[config.mk]
export PLATFORM = sky130hd
export DESIGN_NAME = udp_tx_stream_gen
export DESIGN_NICKNAME = d
export VERILOG_FILES = /design/src/rtl/udp_tx_stream_gen_pkg.sv /design/src/rtl/udp_payload_beat_gen.sv /design/src/rtl/udp_tx_stream_gen.sv
export SDC_FILE = /design/constraint.sdc
export NUM_CORES = 1
export LEC_CHECK = 0
export CORE_ASPECT_RATIO = 0.9
export CORE_UTILIZATION = 40
export CTS_CLUSTER_DIAMETER = 30
export DETAILED_ROUTE_END_ITERATION = 6
export GPL_TIMING_DRIVEN = 0
export PLACE_DENSITY = 0.75
export SLEW_MARGIN = 20
export SYNTH_ARGS = -nofsm -noshare
export SYNTH_HDL_FRONTEND = slang
export SYNTH_HIERARCHICAL = 1
export SYNTH_SLANG_ARGS = --single-unit
[constraint.sdc]
create_clock -name clk -period 19.44 [get_ports clk]
set_input_delay 4.86 -clock clk [delete_from_list [all_inputs] [get_ports clk]]
set_output_delay 4.86 -clock clk [all_outputs]
set_load 0.02 [all_outputs]
[src/rtl/udp_tx_stream_gen_pkg.sv]
// Shared types and constants for the UDP transmit stream generator.
// The payload pattern is a rolling byte counter that starts at the request seed.
package udp_tx_stream_gen_pkg;

  localparam int DATA_WIDTH     = 256;
  localparam int KEEP_WIDTH     = 32;
  localparam int BYTES_PER_BEAT = 32;
  localparam int IP_ADDR_WIDTH  = 32;
  localparam int UDP_PORT_WIDTH = 16;
  localparam int UDP_LEN_WIDTH  = 16;
  // ceil(65535/32) = 2048 beats, so beat indices need 12 bits
  localparam int BEAT_IDX_WIDTH = 12;

  typedef struct packed {
    logic [UDP_LEN_WIDTH-1:0]  data_len;
    logic [IP_ADDR_WIDTH-1:0]  ip_addr;
    logic [UDP_PORT_WIDTH-1:0] dst_port;
    logic [UDP_PORT_WIDTH-1:0] src_port;
  } udp_meta_t;

  typedef struct packed {
    logic [DATA_WIDTH-1:0] tdata;
    logic [KEEP_WIDTH-1:0] tkeep;
    logic                  tfirst;
    logic                  tlast;
  } ds_beat_t;

  typedef enum logic [1:0] {
    ST_IDLE = 2'd0,
    ST_META = 2'd1,
    ST_DATA = 2'd2
  } state_t;

  // Byte 32*b + lane of the packet; only beat[2:0] matters modulo 256.
  function automatic logic [7:0] pattern_byte(input logic [7:0] seed,
                                              input logic [2:0] beat_lsb,
                                              input logic [4:0] lane);
    return seed + {beat_lsb, 5'b00000} + {3'b000, lane};
  endfunction

endpackage

[src/rtl/udp_payload_beat_gen.sv]
// Combinational payload beat builder: pattern bytes, byte enables and framing
// for one beat index of a packet.
module udp_payload_beat_gen
  import udp_tx_stream_gen_pkg::*;
(
  input  logic [7:0]                seed,
  input  logic [BEAT_IDX_WIDTH-1:0] beat_idx,
  input  logic [BEAT_IDX_WIDTH-1:0] beats,
  input  logic [4:0]                rem,
  output ds_beat_t                  beat
);

  logic keep_bit;

  always_comb begin
    beat     = '0;
    keep_bit = 1'b0;
    beat.tfirst = (beat_idx == '0);
    beat.tlast  = (beat_idx == (beats - BEAT_IDX_WIDTH'(1)));
    for (int k = 0; k < KEEP_WIDTH; k++) begin
      // A zero remainder means the last beat is completely full.
      keep_bit = !beat.tlast || (rem == 5'd0) || (5'(k) < rem);
      beat.tkeep[k] = keep_bit;
      beat.tdata[8*k +: 8] = keep_bit ? pattern_byte(seed, beat_idx[2:0], 5'(k)) : 8'h00;
    end
  end

endmodule

[src/rtl/udp_tx_stream_gen.sv]
// UDP transmit traffic source: accepts a request, emits one metadata beat,
// then the patterned payload as first/last-framed stream beats.
module udp_tx_stream_gen
  import udp_tx_stream_gen_pkg::*;
#(
  parameter int DATA_WIDTH     = udp_tx_stream_gen_pkg::DATA_WIDTH,
  parameter int KEEP_WIDTH     = udp_tx_stream_gen_pkg::KEEP_WIDTH,
  parameter int IP_ADDR_WIDTH  = udp_tx_stream_gen_pkg::IP_ADDR_WIDTH,
  parameter int UDP_PORT_WIDTH = udp_tx_stream_gen_pkg::UDP_PORT_WIDTH,
  parameter int UDP_LEN_WIDTH  = udp_tx_stream_gen_pkg::UDP_LEN_WIDTH
) (
  input  logic                      clk,
  input  logic                      reset,
  input  logic                      s_req_valid,
  output logic                      s_req_ready,
  input  logic [IP_ADDR_WIDTH-1:0]  s_req_ip_addr,
  input  logic [UDP_PORT_WIDTH-1:0] s_req_dst_port,
  input  logic [UDP_PORT_WIDTH-1:0] s_req_src_port,
  input  logic [UDP_LEN_WIDTH-1:0]  s_req_data_len,
  input  logic [7:0]                s_req_seed,
  output logic                      m_udp_meta_valid,
  input  logic                      m_udp_meta_ready,
  output logic [IP_ADDR_WIDTH-1:0]  m_udp_meta_ip_addr,
  output logic [UDP_PORT_WIDTH-1:0] m_udp_meta_dst_port,
  output logic [UDP_PORT_WIDTH-1:0] m_udp_meta_src_port,
  output logic [UDP_LEN_WIDTH-1:0]  m_udp_meta_data_len,
  output logic                      m_data_stream_tvalid,
  input  logic                      m_data_stream_tready,
  output logic [DATA_WIDTH-1:0]     m_data_stream_tdata,
  output logic [KEEP_WIDTH-1:0]     m_data_stream_tkeep,
  output logic                      m_data_stream_tfirst,
  output logic                      m_data_stream_tlast,
  output logic                      busy,
  output logic                      zero_len_drop,
  output logic [31:0]               pkt_count,
  output state_t                    fsm_state
);

  // Handshake rule on every channel: a transfer happens on a rising edge where
  // valid and ready are both 1; once valid is raised it and its payload stay
  // unchanged until that edge. All valids and readies here come from flops.

  state_t                    state_q;
  udp_meta_t                 meta_q;
  ds_beat_t                  beat_q;
  ds_beat_t                  next_beat;
  logic [7:0]                seed_q;
  logic [BEAT_IDX_WIDTH-1:0] beats_q;
  logic [BEAT_IDX_WIDTH-1:0] beat_idx_q;
  logic [BEAT_IDX_WIDTH-1:0] next_idx;
  logic [4:0]                rem_q;
  logic [16:0]               len_round;
  logic                      req_ready_q;
  logic                      meta_valid_q;
  logic                      tvalid_q;
  logic                      busy_q;
  logic                      drop_q;
  logic [31:0]               pkt_count_q;

  // 17-bit sum keeps len=0xFFFF from wrapping before the divide by 32.
  assign len_round = {1'b0, s_req_data_len} + 17'd31;

  // Beat to be registered next: beat 0 out of META, otherwise the following one.
  assign next_idx = (state_q == ST_META) ? '0 : (beat_idx_q + BEAT_IDX_WIDTH'(1));

  udp_payload_beat_gen u_beat_gen (
    .seed     (seed_q),
    .beat_idx (next_idx),
    .beats    (beats_q),
    .rem      (rem_q),
    .beat     (next_beat)
  );

  always_ff @(posedge clk or posedge reset) begin
    if (reset) begin
      state_q      <= ST_IDLE;
      meta_q       <= '0;
      beat_q       <= '0;
      seed_q       <= '0;
      beats_q      <= '0;
      beat_idx_q   <= '0;
      rem_q        <= '0;
      req_ready_q  <= 1'b0;
      meta_valid_q <= 1'b0;
      tvalid_q     <= 1'b0;
      busy_q       <= 1'b0;
      drop_q       <= 1'b0;
      pkt_count_q  <= '0;
    end else begin
      drop_q <= 1'b0;
      case (state_q)
        ST_IDLE: begin
          req_ready_q <= 1'b1;
          if (s_req_valid && req_ready_q) begin
            if (s_req_data_len == '0) begin
              drop_q <= 1'b1;
            end else begin
              meta_q.data_len <= s_req_data_len;
              meta_q.ip_addr  <= s_req_ip_addr;
              meta_q.dst_port <= s_req_dst_port;
              meta_q.src_port <= s_req_src_port;
              seed_q          <= s_req_seed;
              beats_q         <= len_round[16:5];
              rem_q           <= s_req_data_len[4:0];
              req_ready_q     <= 1'b0;
              meta_valid_q    <= 1'b1;
              busy_q          <= 1'b1;
              state_q         <= ST_META;
            end
          end
        end
        ST_META: begin
          if (meta_valid_q && m_udp_meta_ready) begin
            meta_valid_q <= 1'b0;
            beat_idx_q   <= '0;
            beat_q       <= next_beat;
            tvalid_q     <= 1'b1;
            state_q      <= ST_DATA;
          end
        end
        ST_DATA: begin
          if (tvalid_q && m_data_stream_tready) begin
            if (beat_q.tlast) begin
              tvalid_q    <= 1'b0;
              busy_q      <= 1'b0;
              req_ready_q <= 1'b1;
              pkt_count_q <= pkt_count_q + 32'd1;
              state_q     <= ST_IDLE;
            end else begin
              beat_idx_q <= next_idx;
              beat_q     <= next_beat;
            end
          end
        end
        default: state_q <= ST_IDLE;
      endcase
    end
  end

  assign s_req_ready          = req_ready_q;
  assign m_udp_meta_valid     = meta_valid_q;
  assign m_udp_meta_ip_addr   = meta_q.ip_addr;
  assign m_udp_meta_dst_port  = meta_q.dst_port;
  assign m_udp_meta_src_port  = meta_q.src_port;
  assign m_udp_meta_data_len  = meta_q.data_len;
  assign m_data_stream_tvalid = tvalid_q;
  assign m_data_stream_tdata  = beat_q.tdata;
  assign m_data_stream_tkeep  = beat_q.tkeep;
  assign m_data_stream_tfirst = beat_q.tfirst;
  assign m_data_stream_tlast  = beat_q.tlast;
  assign busy                 = busy_q;
  assign zero_len_drop        = drop_q;
  assign pkt_count            = pkt_count_q;
  assign fsm_state            = state_q;

endmodule

# Word-level counts from Yosys, hierarchy flattened
# Cells that the tools add are included.
# word_totals
reg_bits,446
inputBits,93
output_inout_bits,409
word_cells,213
# op_classes
add_sub_neg,36
order_cmp,32
n_eq_ne,9
muxes,63
bitwise_logic,1
n_reduce_logical,53
# ops
operator,n
2-to-1 mux 290 bit,3
one-hot mux 290 bit (2 select lines),1
2-to-1 mux 8 bit,32
"adder 8 x 5 -> 8 bit, second input constant",16
"< comparator 5 bit, first input constant",16
"adder 8 x 4 -> 8 bit, second input constant",8
2-to-1 mux 12 bit,4
"< comparator 4 x 5 -> 1 bit, first input constant",8
logical OR 1 bit,33
"adder 32 x 1 -> 32 bit, second input constant",1
"adder 8 x 3 -> 8 bit, second input constant",4
one-hot mux 12 bit (2 select lines),1
"< comparator 3 x 5 -> 1 bit, first input constant",4
"adder 16 x 5 -> 17 bit, second input constant",1
"adder 8 x 2 -> 8 bit, second input constant",2
zero test 16 bit,1
"adder 12 x 1 -> 12 bit, second input constant",1
equality test 12 bit,1
zero test 12 bit,1
2-to-1 mux 1 bit,12
AND reduction 3 bit,4
AND reduction 4 bit,3
"subtractor 12 x 1 -> 12 bit, second input constant",1
"< comparator 1 x 5 -> 1 bit, first input constant",2
other kinds (17),34

# Longest topological paths before layout
# Gate-level depths: netlist of run 1.
# logic_depth
depth_word,10
mapped_depth,16
ltp_nobuf,13

# Modules after synthesis
# Netlist of run 1, hierarchy kept.
# modules_own_cells
module,instances,cells_each,area_each_um2,seq_area_each_um2
udp_tx_stream_gen,1,1765,17606.9,11035.6
udp_payload_beat_gen,1,776,4670.7,0.0

# Worst setup path after synthesis of run 1
# No wires, ideal clock.
# synth_path
kind,input to register
startpoint,input port s_req_data_len[3]
endpoint,register meta_q (netlist bit m_udp_meta_dst_port[15])
setup_ps,128
t_arrival_ps,6458
required_time_ps,19312
path_slack_ps,12854
cell_stages,7
path_buffers,3
cell_sequence,or2_1 -> or4_1 -> buf_2 -> o21ai_4 -> buf_4 -> buf_6 -> mux2_1
# synth_via
elab_chain_len,3
# synth_rtl
item,line_no,source
start: declaration,udp_tx_stream_gen.sv:19,"input logic [UDP_LEN_WIDTH-1:0] s_req_data_len,"
zero test 16 bit,udp_tx_stream_gen.sv:95,if (s_req_data_len == '0) begin
NOT 1 bit (no line),-,
AND reduction 3 bit (no line),-,
end: declaration,udp_tx_stream_gen.sv:44,udp_meta_t meta_q;
# No other way between the ends.
# A chain may end at the register's enable or synchronous reset.

# Worst setup path in the final report of run 1
# layout_path
startpoint,input port m_data_stream_tready
endpoint,register beat_q (netlist bit m_data_stream_tdata[69])
# layout_via
elab_chain_len,3
# layout_rtl
item,line_no,source
start: declaration,udp_tx_stream_gen.sv:28,"input logic m_data_stream_tready,"
logical AND 1 bit,udp_tx_stream_gen.sv:122,if (tvalid_q && m_data_stream_tready) begin
!= test 2 bit (no line),-,
AND reduction 4 bit (no line),-,
end signal: assignment,udp_tx_stream_gen.sv:116,beat_q <= next_beat;
end signal: assignment,udp_tx_stream_gen.sv:131,beat_q <= next_beat;
end: declaration,udp_tx_stream_gen.sv:45,ds_beat_t beat_q;
# No other way between the ends.

==> impl_metrics.yaml, run 1 <==
status:
  status: "finished clean"
route:
  drc: 0
  antenna_left: 0
  viasPerCell: 5.43
  drt_wl_total_um: 86400
  dr.pass1.iters: 6
  vias: 21400
  wl_per_cell_um: 21.9
  drt_iter0_drc: 2267
yosys:
  synth_area_leaders: "dfrtp_1 50%, nand2_1 11%, nand3_1 7.9%"
  synth_most_common_cell: "nand2_1"
  ys_async_sr_fraction_pct: 100
  netlist_area_um2: 22300
  synth.distinct_cells: 56
  synth_common_cells: "682 x nand2_1, 441 x dfrtp_1, 350 x nand3_1"
  ys_seq_area_share_pct: 49.5
  synth_top_area_share_pct: 49.5
  syn_nets: 2656
  ys_seq_elements: 441
  synth_ff_type: "dfrtp_1"
  yosys.area.top_type: "dfrtp_1"
  synth.avg_cell_area_um2: 8.77
  postSynthCellCount: 2541
  synth_warnings: 6
  synth_edf_count: 0
layout:
  fin_nets: 3264
  layout.cells.non_filler: 3939
  layout.area.seq_um2: 11000
  multi_input_area_um2: 10400
  fillCellCount: 4765
  drive_gt1_share_pct: 10.3
  area_growth_pct: 43.1
  finish.utilization_pct: 58.4
timing:
  clock_skew_ps: 30.1
  hold_violations: 0
  hold_ws_ps: 458
  relSlewSlack_pct: 14.8
  slew_viol_final: 0
  worst_pin_slew_ps: 1280
  period_needed_ps: 7200
  rsz0062_at_grt: "false"
  max_freq_mhz: 139
  setup_viol: 0
  post-route-period-util_pct: 37.0
  setup_slack_ps: 12240
place:
  dp.cells: 3756
  dpl_worst_slack_ps: 11770
  io_buffers: 501
  place_congestion: 1.05
  hpwl_um: 62800
clock_tree:
  cts.sinks: 441
  clockBufferDepth: 3
  cts_tree: "done"
  clkLatencyLatePin_ps: 640
  cts.htree.levels: 3
  cts.hold.buffers_added: 0
  cts_setup_buffers: 0
  root_buffer: "clkbuf_16"
  cts_resized: 0
  cts_buffers: 96
  clk_pin_slew_ps: 40
power:
  p_leak_nw: 14.5
  power_mw: 7.45
  worst_ir_drop_vdd_uv: 118
  powerDensity_nw_per_um2: 234
global_routing:
  grt_pass1_wl_um: 128000
  first_global_vias: 20600
  grt-ovfl-total: 0
  antenna_found_initial: 3
  track_usage_pct: 30.1
  grt_max_degree: 92
critical_path:
  required_ps: 19990
  crit_path_frequent_cell: "buf_2"
  path_cells: "clkdlybuf4s50_1 -> nand4b_1 -> or2_2 -> clkbuf_1 -> nand2_1 -> buf_2 -> buf_2 -> buf_2 -> nand3_1 -> nand2_1"
  end_kind: "register"
  critPathBufInv: 5
  max_stage_delay_ps: 550
  cpMaxStageDelayCell: "clkdlybuf4s50_1"
  critPathMaxFanout: 10
  critPathKind: "input pin to register"
  worst_ep_arrival_time_ps: 7750
  setup.worst_path.start_class: "input pin"
  critical_path.top_delay_family: "buffers and inverters"
die:
  ioPinCount: 502
  coreArea_um2: 54600
  std_cell_rows: 81
  initial_core_util_pct: 40.8
  die_area_um2: 56600
  die_h_um: 226
  die_w_um: 251
run:
  drv_cap: 0
worst_hold_path:
  hp-class: "register to register"
-- routing by layer --
layer | up-vias | wire, um | GRT usage, %
met1 | 10400 | 36200 | 41.7
met5 | - | 10 | 0
met2 | 1160 | 37400 | 44.4
li1 | 9561 | - | -
met3 | 206 | 9550 | 8.44
met4 | 2 | 3260 | 11.8
-- path summary, 6_finish.rpt --
check / cells after the start / end / startpoint / slack (ps)
worst max-delay path: 10 / m_data_stream_tdata[69] / m_data_stream_tready / 12240
worst min-delay path: 2 / m_data_stream_tdata[22] / m_data_stream_tdata[22] / 460
worst max register to register: 9 / m_data_stream_tdata[233] / seed_q[0] / 14380
worst min register to register: 2 / m_data_stream_tdata[22] / m_data_stream_tdata[22] / 460
max in group asynchronous: 6 / m_data_stream_tdata[40] / reset / 12920
min in group asynchronous: 2 / m_data_stream_tkeep[9] / reset / 4610
-- cell families after synthesis --
logic type                 count (synthesis)  share of synthesized area [%]
AOI/OAI and AO/OA                        110                           3.03
muxes                                     83                           4.20
other                                      1                         0.0168
and+or+nand+nor                         1462                           30.1
xor gates and xnor gates                 192                           7.55
buffers and inverters                    230                           4.32
adders and majority gates                 22                           1.27
DFF                                      441                           49.5
-- cell type report --
| cell class | count | area share [%] |
|---|---|---|
| diodes | 1 | 0.00785 |
| plain buffers | 186 | 2.51 |
| clock buffers | 124 | 8.46 |
| clock inverters | 58 | 2.29 |
| inverters | 44 | 0.542 |
| multi-input cells | 1870 | 32.5 |
| flip-flops and latches | 441 | 34.6 |
| well taps | 705 | 2.77 |
| repair buffers | 510 | 16.3 |
-- worst register-to-register path: stages (launching register included) --
cell	delay [ps]
dfrtp_1	390
clkbuf_1	510
buf_1	930
inv_1	680
clkbuf_1	590
ha_1	880
clkbuf_2	630
nor2b_1	210
nand3_1	90
nand2_1	90
-- stage by stage --
stage               cell area (um^2)   TNS, ps
floorplan                      22300         0
global placement               28200  -1457600
detailed placement             28400         0
CTS                            31900         0
global route                   31900         0
finish                         31900         0
-- sequential cells by signal, summed over array words and instances (netlist names) --
register,flops
pkt_count,32
s_req_ready,1
m_udp_meta_src_port,16
seed_q,8
zero_len_drop,1
m_data_stream_tdata,256
m_udp_meta_valid,1
m_udp_meta_ip_addr,32
m_data_stream_tvalid,1
beats_q,12
beat_idx_q,12
m_udp_meta_dst_port,16
m_data_stream_tfirst,1
m_udp_meta_data_len,16
m_data_stream_tlast,1
m_data_stream_tkeep,32
fsm_state,2
busy,1
-- layout by cell type, fill, tap and decap left out, drive strengths merged, types with 3 or more instances in the layout --
master and count:
nor4 41, a21o 6, nor2 275, and2 4, nand3 350, xor2 88
a22o 4, xnor2 104, or4 4, nand2 682, or2 5, nand4 13
and4 6, ha 21, clkinvlp 11, nor2b 41, mux2 83, bufinv 13
buf 63, clkdlybuf4s50 501, nand2b 7, a31oi 7, o211ai 4, nor3 15
clkinv 33, clkbuf 256, o31ai 6, and3 8, o21ai 29, or3 3
dfrtp 441, a21oi 42, inv 45, nand4b 4
-- power by group --
part / internal, mW / switching (mW)
registers: 1.34 / 0.320
clock network: 1.15 / 0.550
logic: 1.54 / 2.55
total: 4.03 / 3.42
Power figures use the tool's default switching activity.
==> inputs of run 2 (changes only) <==
--- a/config.mk
+++ b/config.mk
@@ -10,7 +10,7 @@
 export CTS_CLUSTER_DIAMETER = 30
 export DETAILED_ROUTE_END_ITERATION = 6
 export GPL_TIMING_DRIVEN = 0
-export PLACE_DENSITY = 0.75
+export PLACE_DENSITY = 0.77
 export SLEW_MARGIN = 20
 export SYNTH_ARGS = -nofsm -noshare
 export SYNTH_HDL_FRONTEND = slang
==> constraint.sdc (replaced) <==
create_clock -name clk -period 6.6 [get_ports clk]
set_input_delay 1.65 -clock clk [delete_from_list [all_inputs] [get_ports clk]]
set_output_delay 1.65 -clock clk [all_outputs]
set_load 0.02 [all_outputs]
==> impl_metrics.yaml, run 2 (same netlist as run 1, synthesis figures left out) <==
status:
  status: "finished clean"
run:
  drv_cap: 0
die:
  die_h_um: 226
  die_area_um2: 56600
  std_cell_rows: 81
  initial_core_util_pct: 40.8
  coreArea_um2: 54600
  die_w_um: 251
  ioPinCount: 502
clock_tree:
  clockBufferDepth: 3
  cts_resized: 0
  cts_setup_buffers: 0
  clkLatencyLatePin_ps: 640
  cts_tree: "done"
  cts_buffers: 97
  cts.hold.buffers_added: 0
  cts.htree.levels: 3
  clk_pin_slew_ps: 50
  cts.sinks: 441
  root_buffer: "clkbuf_16"
global_routing:
  grt_pass1_wl_um: 129000
  first_global_vias: 21200
  grt_max_degree: 36
  grt-ovfl-total: 0
  track_usage_pct: 30.3
  antenna_found_initial: 3
layout:
  largest_reg_flops: 256
  layout.cells.non_filler: 3948
  fin_nets: 3275
  final_cell_mix: "682 x nand2_1, 501 x clkdlybuf4s50_1, 441 x dfrtp_1"
  area_growth_pct: 43.6
  drive_gt1_share_pct: 10.7
  layout.cells.most_common: "nand2_1"
route:
  dr.pass1.iters: 6
  viasPerCell: 5.45
  drt_wl_total_um: 86300
  antenna_left: 0
  drt_iter0_drc: 2292
  wl_per_cell_um: 21.8
  drc: 0
  vias: 21500
timing:
  hold_violations: 0
  relSlewSlack_pct: 21.5
  finalSetupTns_ps: 0
  setup_viol: 0
  rsz0062_at_grt: "false"
  period_needed_ps: 5360
  post-route-period-util_pct: 81.3
  max_freq_mhz: 186
  slew_viol_final: 0
  clock_skew_ps: 34.1
  hold_ws_ps: 463
  setup_slack_ps: 1240
  worst_pin_slew_ps: 1180
place:
  place_congestion: 1.04
  io_buffers: 501
  dpl_worst_slack_ps: 1810
  dp.cells: 3766
  hpwl_um: 64100
critical_path:
  worst_ep_arrival_time_ps: 5930
  critPathKind: "register to register"
  end_kind: "register"
  critPathMaxFanout: 10
  required_ps: 7170
  setup.worst_path.start_class: "register"
power:
  power_mw: 21.8
  powerDensity_nw_per_um2: 683
  p_leak_nw: 14.6
  worst_ir_drop_vdd_uv: 370
worst_hold_path:
  hp-class: "register to register"
[run 2: changes by cell type in the layout (fill, tap and decap cells not counted), moves of 5 or more]
cell      before  now
clkinv_4       7   15
clkinv_2      19   14
clkbuf_1     141  135
inv_8          1    6
buf_12         0   13
clkbuf_8      17   11
[run 2: layout make-up]
class                      count  area [um^2]
fill                        4625        22600
sequential                   441        11000
multi-input combinational   1870        10400
timing repair buffer         520         5370
clock buffer                 114         2670
tap                          705          882
buffer                       186          798
clock inverter                65          713
inverter                      44          169
antenna                        3         7.51
[run 2: path summary, 6_finish.rpt]
kind | from | endpoint | slack [ps] | depth (start not counted)
setup / recovery | seed_q[0] | m_data_stream_tdata[201] | 1240 | 9
hold / removal | m_data_stream_tdata[114] | m_data_stream_tdata[114] | 460 | 2
setup reg to reg | seed_q[0] | m_data_stream_tdata[201] | 1240 | 9
hold reg to reg | m_data_stream_tdata[114] | m_data_stream_tdata[114] | 460 | 2
max in group asynchronous | reset | m_data_stream_tdata[123] | 3800 | 6
min in group asynchronous | reset | m_udp_meta_src_port[7] | 1490 | 2
[run 2: worst max-delay path, stage by stage (launching register included)]
cell	delay, ps
dfrtp_1	390
clkbuf_1	500
buf_1	890
inv_1	630
clkbuf_1	580
ha_1	920
clkbuf_1	920
nor2b_1	230
nand3_1	80
nand2_1	110
[run 2: per-layer routing]
layer | vias to the layer above | wire length (um) | global-route usage (%)
li1 | 9571 | - | -
met3 | 228 | 9860 | 9.20
met5 | - | 0 | 0
met1 | 10500 | 35200 | 41.1
met4 | 0 | 3540 | 13.2
met2 | 1251 | 37600 | 44.4
[run 2: stage by stage]
step / utilization, % / area (um^2)
2_1_floorplan: - / 22300
3_3_place_gp: 51.6 / 28200
3_5_place_dp: 52.4 / 28600
4_1_cts: 58.5 / 32000
5_1_grt: 58.6 / 32000
6_report: 58.6 / 32000
[run 2: report_power, final]
group | switching [mW] | total (mW) | internal, mW | leakage, nW
combinational | 7.52 | 12.1 | 4.54 | 7.45
sequential | 0.922 | 4.85 | 3.93 | 5.47
clock | 1.67 | 4.93 | 3.26 | 1.63
